File: src/rtl/uart_tx_framer.sv
// UART transmit framer: start bit, 8 data bits LSB first, optional parity, one stop bit.
// Parity bit is present only when UART_TX_PARITY_EN is defined.
module uart_tx_framer #(
  parameter int CLKS_PER_BIT = 16
) (
  input  logic       clk,
  input  logic       rst,
  input  logic [7:0] data_in,
  input  logic       parity_in,
  input  logic       load,
  output logic       tx,
  output logic       busy,
  output logic       done
);

  localparam int CW = (CLKS_PER_BIT > 1) ? $clog2(CLKS_PER_BIT) : 1;
  localparam logic [CW-1:0] BIT_END = CW'(CLKS_PER_BIT - 1);

  typedef enum logic [2:0] {
    IDLE,
    START,
    DATA,
`ifdef UART_TX_PARITY_EN
    PARITY,
`endif
    STOP
  } state_t;

  state_t        state_q, state_d;
  logic [CW-1:0] cnt_q, cnt_d;
  logic [2:0]    idx_q, idx_d;
  logic [7:0]    data_q, data_d;
  logic          tx_q, tx_d;
  logic          busy_q, busy_d;
  logic          done_q, done_d;
  logic          bit_end;

`ifdef UART_TX_PARITY_EN
  logic par_q, par_d;
`else
  logic unused_parity;
  assign unused_parity = parity_in;
`endif

  assign bit_end = (cnt_q == BIT_END);
  assign tx      = tx_q;
  assign busy    = busy_q;
  assign done    = done_q;

  always_ff @(posedge clk or negedge rst) begin
    if (!rst) begin
      state_q <= IDLE;
      cnt_q   <= '0;
      idx_q   <= '0;
      data_q  <= '0;
      tx_q    <= 1'b1;
      busy_q  <= 1'b0;
      done_q  <= 1'b0;
`ifdef UART_TX_PARITY_EN
      par_q   <= 1'b0;
`endif
    end else begin
      state_q <= state_d;
      cnt_q   <= cnt_d;
      idx_q   <= idx_d;
      data_q  <= data_d;
      tx_q    <= tx_d;
      busy_q  <= busy_d;
      done_q  <= done_d;
`ifdef UART_TX_PARITY_EN
      par_q   <= par_d;
`endif
    end
  end

  // Outputs are computed one cycle ahead so tx/busy/done come straight from flops.
  always_comb begin
    state_d = state_q;
    cnt_d   = bit_end ? '0 : cnt_q + CW'(1);
    idx_d   = idx_q;
    data_d  = data_q;
    tx_d    = tx_q;
    busy_d  = busy_q;
    done_d  = 1'b0;
`ifdef UART_TX_PARITY_EN
    par_d   = par_q;
`endif
    case (state_q)
      IDLE: begin
        cnt_d  = '0;
        tx_d   = 1'b1;
        busy_d = 1'b0;
        if (load) begin
          state_d = START;
          data_d  = data_in;
          idx_d   = '0;
          tx_d    = 1'b0;
          busy_d  = 1'b1;
`ifdef UART_TX_PARITY_EN
          par_d   = parity_in;
`endif
        end
      end
      START: begin
        if (bit_end) begin
          state_d = DATA;
          idx_d   = '0;
          tx_d    = data_q[0];
        end
      end
      DATA: begin
        if (bit_end) begin
          if (idx_q == 3'd7) begin
`ifdef UART_TX_PARITY_EN
            state_d = PARITY;
            tx_d    = par_q;
`else
            state_d = STOP;
            tx_d    = 1'b1;
`endif
          end else begin
            idx_d = idx_q + 3'd1;
            tx_d  = data_q[idx_q + 3'd1];
          end
        end
      end
`ifdef UART_TX_PARITY_EN
      PARITY: begin
        if (bit_end) begin
          state_d = STOP;
          tx_d    = 1'b1;
        end
      end
`endif
      STOP: begin
        if (bit_end) begin
          state_d = IDLE;
          tx_d    = 1'b1;
          busy_d  = 1'b0;
          done_d  = 1'b1;
        end
      end
      default: begin
        state_d = IDLE;
        cnt_d   = '0;
        tx_d    = 1'b1;
        busy_d  = 1'b0;
      end
    endcase
  end

endmodule

File: config.mk
export PLATFORM = sky130hd
export DESIGN_NAME = uart_tx_framer
export DESIGN_NICKNAME = d
export VERILOG_FILES = /design/src/rtl/uart_tx_framer.sv
export SDC_FILE = /design/constraint.sdc
export NUM_CORES = 1
export LEC_CHECK = 0
export ABC_AREA = 1
export BUFFER_PORTS_ARGS = -buffer_cell sky130_fd_sc_hd__buf_2
export CELL_PAD_IN_SITES_DETAIL_PLACEMENT = 2
export CELL_PAD_IN_SITES_GLOBAL_PLACEMENT = 2
export CORE_AREA = 2 2 58 60
export CTS_CLUSTER_SIZE = 8
export DETAILED_ROUTE_END_ITERATION = 6
export DIE_AREA = 0 0 60 62
export HOLD_SLACK_MARGIN = 0.12
export PLACE_DENSITY = 0.8
export SYNTH_ARGS = -nofsm -noshare
export SYNTH_HDL_FRONTEND = slang
export SYNTH_SLANG_ARGS = --single-unit
File: constraint.sdc
create_clock -name clk -period 1.7 [get_ports clk]
set_input_delay 0.085 -clock clk [delete_from_list [all_inputs] [get_ports clk]]
set_output_delay 0.085 -clock clk [all_outputs]
set_load 0.02 [all_outputs]
== Word level (Yosys, flattened, before mapping) ==
Cells that the tools add are included.

* Reductions and logical operators: 9
* Equality and inequality tests: 11
* Add/subtract/negate cells: 2
* Shift-type cells: 0
* Div/mod/pow operators: 0
* Multipliers: 0
* Bitwise logic cells: 1
* $lt $le $gt $ge: 1
* Mux-type cells: 25

{| class="wikitable"
|+ Operators by type and width
! cell !! number
|-
| $mux 3 || 8
|-
| $ne 2x2->1 const B || 6
|-
| $pmux 3 s4 || 1
|-
| $mux 1 || 10
|-
| $reduce_and 5->1 || 2
|-
| $pmux 3 s3 || 1
|-
| $mux 4 || 2
|-
| $eq 3x2->1 const B || 2
|-
| $add 4x1->4 const B || 1
|-
| $eq 4x4->1 const B || 1
|-
| $lt 3x4->1 const B || 1
|-
| $pmux 1 s4 || 1
|-
| $reduce_and 2->1 || 2
|-
| $add 3x1->3 const B || 1
|-
| $bmux 1 s3 || 1
|-
| $eq 3x1->1 const B || 1
|-
| $eq 3x3->1 const B || 1
|-
| $logic_not 3->1 || 1
|-
| $pmux 1 s3 || 1
|-
| $reduce_and 3->1 || 1
|-
| $reduce_bool 3->1 || 1
|-
| $reduce_or 3->1 || 1
|-
| $reduce_or 2->1 || 1
|-
| $not 1->1 || 1
|}

* Memories: 0
* Bits in latches: 0
* Bits of input ports: 12
* Bits in writable memories: 0
* Word-level logic and storage cells: 56
* Output and inout bits: 3
* Bits in registers: 21
* ROM bits: 0

== Depth between registers and ports, before layout ==
* Word-level depth: 6
* Mapped depth: 8
* Depth with buffers taken out: 8

== Worst setup path before layout ==
No wires, ideal clock.

* Path kind: reg-to-reg
* Start: register state_q[0]
* End: register data_q[0]
* Setup time: 0.125 ns
* Path slack: 0.285 ns
* Buffers on the path: 0
* Required time: 1.575 ns
* Arrival time: 1.290 ns
* Stages on the path, launching flop included: 5
* Path through: dfrtp_1 inv_1 ha_1 nand2_1 mux2_2

* Cells in the longest elaborated chain, start to end: 2

{| class="wikitable"
|+ Ends and longest elaborated chain
! element !! line !! RTL
|-
| start, declared || 29 || <nowiki>state_t state_q, state_d;</nowiki>
|-
| start signal, assigned || 63 || <nowiki>state_q <= state_d;</nowiki>
|-
| $logic_not 3->1 || 88 || <nowiki>case (state_q)</nowiki>
|-
| $reduce_and 2->1 (no source line) || n/a ||
|-
| end signal, assigned || 66 || <nowiki>data_q <= data_d;</nowiki>
|-
| end, declared || 32 || <nowiki>logic [7:0] data_q, data_d;</nowiki>
|}

No other way between the ends.
A chain may end at the register's enable or synchronous reset.

== Worst setup path in the final report ==
* Start: register state_q[0]
* End: register idx_q[2]

* Cells in the longest elaborated chain, start to end: 3
* Elaborated cells on any way between the ends: 10
* Classes of those cells: 6 x eq/ne; 1 x mux; 3 x reduce/logical

{| class="wikitable"
|+ Ends and longest elaborated chain
! element !! line !! RTL
|-
| $eq 3x2->1 (tied with other cells) || 88 ||
|-
| $ne 2x2->1 (no source line) / $reduce_bool 3->1 (equally long branches) || n/a ||
|-
| $reduce_and 5->1 (no source line) || n/a ||
|-
| end signal, assigned || 65 || <nowiki>idx_q <= idx_d;</nowiki>
|-
| end, declared || 31 || <nowiki>logic [2:0] idx_q, idx_d;</nowiki>
|}

Several ways; a longest one is shown, not always the timed one.

==> metrics <==
pin count of the biggest net entering global routing 21; placed wire-length estimate approximately 1.9 mm; Layout Cells excl Fill between 150 and 200; number of design rule violations left after detail routing 0; outcome completed; max-slew violation total from the final report 0; dpl ws 5.355 ps; Final setup violation count 0; antenna violations before repair 0; Crit Reg-Reg Endpoint idx_q[2]$_DFFE_PN0P_; class of the worst hold path primary input to async pin; required time reported for the critical path endpoint slightly below 2000 ps; Buffers on Ports 13; number of buffers created by CTS 3; area added between synthesis and finish 31.61%; number of nets at the end of the flow between 150 and 200; Synthesized Nets ~120; Max Root-Sink Buffers 2; most used flip-flop cell after synthesis sky130_fd_sc_hd__dfrtp_1; DR vias/cell roughly 4.7; root buffer cell sky130_fd_sc_hd__clkbuf_4; endpoint arrival time on the critical path about 1800 ps; endpoints failing hold 0; share of synthesized flip-flops with an asynchronous set or reset 100.0%; largest fanout of any net on the critical path 6; count of vias placed by the detailed router 840; final critical-path setup slack between 100 and 150 ps; final cycle utilization of the critical path slightly above 90%; placeable core region around 0.0032 mm^2; Row Count 21; commonest cells after routing, fill and taps aside 17 x sky130_fd_sc_hd__nand2_1, 17 x sky130_fd_sc_hd__dfrtp_1, 13 x sky130_fd_sc_hd__buf_2; vias in the first global route 979; Die Span X about 60 um; fraction of layout cells with a size suffix above 1 approximately 32%; source of the critical timing path state_q[0]$_DFFE_PN0P_; worst-margin pin slew 465.3 ps; RePlAce Congestion 0.7028; IR Drop Worst-Case VDD 516.7 uV; count of flip-flops with a built-in enable after synthesis 0; clock slew at the register clock pins of the worst setup and hold paths 120 ps; Cell variety after synth 21; starting density of the core a little under a third; reg-to-reg slack, setup 120 ps; I/O pin cnt 15; clock tree from TritonCTS done; reported leakage power between 0.6 and 0.7 nW; mean instance size in the synthesized netlist slightly below 10 um^2; number of antenna diodes 0; category of the critical setup timing path flop to flop; global-route wire length before repair 4.333 mm; clock skew after layout between 9 and 10 ps; number of DRC markers in iteration 0 13; Max-Cap Viols 0; capturing element type of the critical path flop; number of standard cells after synthesis between 100 and 150; Die Y-Extent 62 um; Reg2Reg Depth 8; source-to-sink clock delay at the later pin of the worst-skew pair between 300 and 400 ps; kind of start point of the critical path flop; post-synth design cell area 0.001017 mm^2; top achievable clock speed roughly 0.63 GHz; global-route usage over all layers 16.11%; count of warnings emitted by yosys 0; shortest period the worst path allows approximately 1600 ps; power density over the cells between 1500 and 2000 mW/mm^2; antenna violation net count after detailed routing 0; average routed wire per standard cell 14.25 um; Die Footprint 0.003720 mm^2; timing endpoint of the critical path idx_q[2]$_DFFE_PN0P_; drt first pass iters 2; sequential share of the synthesized area between 40 and 50%; placed instance count between 150 and 200; Clock H-tree levels 1; worst reg2reg startpoint state_q[0]$_DFFE_PN0P_; post-detailed-routing wire length 2.551 mm; fill count 357; clock net sink count 20; post-synthesis register bit count 20; normalized max-slew margin between 60 and 70%; Finished Core Util 42.11%; total gr overflow 0
final cells by class:
type | count | area (um^2) | share of cell area, %
Inverter | 15 | 56.30 | 4.206
Timing Repair Buffer | 25 | 177.7 | 13.27
Clock inverter | 1 | 30.03 | 2.243
Clock buffer | 3 | 22.52 | 1.682
Multi-Input combinational cell | 69 | 490.5 | 36.64
Sequential cell | 20 | 504.2 | 37.66
Tap cell | 46 | 57.56 | 4.299
routing by layer:
layer  vias to the layer above  global-route usage (%)  share of wire [%]
met5                         -                       0                  0
met4                         0                   4.762                1.4
met3                         5                   2.692                2.4
met2                        13                   33.54                 57
met1                       417                   16.06                 39
li1                        405                       -                  -
report_power, final:
part / leakage [nW] / switching (mW) / internal, mW
Clock: 0.0279 / 0.155 / 0.238
Combinational: 0.360 / 0.661 / 0.504
Sequential: 0.247 / 0.140 / 0.695
Total: 0.635 / 0.956 / 1.44
registers in the layout, summed over array words and instances (netlist names):
signal and count:
idx_q 3, data_q 8, state_q 2, busy 1, tx 1, cnt_q 4
done 1
synth_stat cells (2+ instances only):
cell type,instances,share of area (%)
sky130_fd_sc_hd__dfrtp_1,19,47
sky130_fd_sc_hd__nand2_1,17,6.3
sky130_fd_sc_hd__inv_1,12,4.4
sky130_fd_sc_hd__nand3_1,10,4.9
sky130_fd_sc_hd__ha_1,8,9.8
sky130_fd_sc_hd__mux2_2,8,8.9
sky130_fd_sc_hd__o21ai_1,6,3.0
sky130_fd_sc_hd__a21oi_1,5,2.5
sky130_fd_sc_hd__nor2_1,4,1.5
sky130_fd_sc_hd__inv_2,3,1.1
sky130_fd_sc_hd__nor3_1,2,0.98
per-stage QoR:
step	area, um^2	hold slack (ps)	power, mW	setup TNS (ps)
detailed placement	1147	71.33	1.922	0
global placement	1147	59.17	1.810	0
global route	1339	270.3	2.633	-1.816
floorplan	1017	-210.6	1.595	0
finish	1339	250.9	2.393	0
CTS	1292	260.8	2.349	0
logic make-up after synthesis:
logic type / Yosys count / share of synthesized area (%)
fa+ha+maj: 8 / 9.840
buf+inv: 15 / 5.535
xor+xnor: 1 / 0.8612
mux: 8 / 8.856
flops: 20 / 49.32
compound gates: 15 / 7.995
simple gates: 37 / 17.59
how the worst min path moves through the flow:
stage	cells after the start	slack (ps)	start	end
2_1_floorplan	0	-210	rst	busy$_DFFE_PN0P_
3_3_place_gp	1	60	rst	done$_DFF_PN0_
3_5_place_dp	1	70	rst	busy$_DFFE_PN0P_
4_1_cts	2	260	rst	cnt_q[0]$_DFF_PN0_
5_1_grt	2	270	rst	cnt_q[0]$_DFF_PN0_
6_report	2	250	rst	busy$_DFFE_PN0P_
critical path, stage by stage (launching register included):
cell and delay (ps):
sky130_fd_sc_hd__dfrtp_2 450, sky130_fd_sc_hd__inv_2 110, sky130_fd_sc_hd__ha_4 190, sky130_fd_sc_hd__inv_2 60, sky130_fd_sc_hd__nand2_1 100, sky130_fd_sc_hd__o22ai_2 90, sky130_fd_sc_hd__nor3_4 290, sky130_fd_sc_hd__nand3_1 130
sky130_fd_sc_hd__o21ai_1 100
timing repair:
action	in CTS	in global routing
endpoints found under the setup margin	3	13
resized for setup	1	8
endpoints found under the hold margin	28	0
pin swaps	0	2
hold buffers	9	0
buffers inserted	0	2
(Power assumes the default switching activity.)
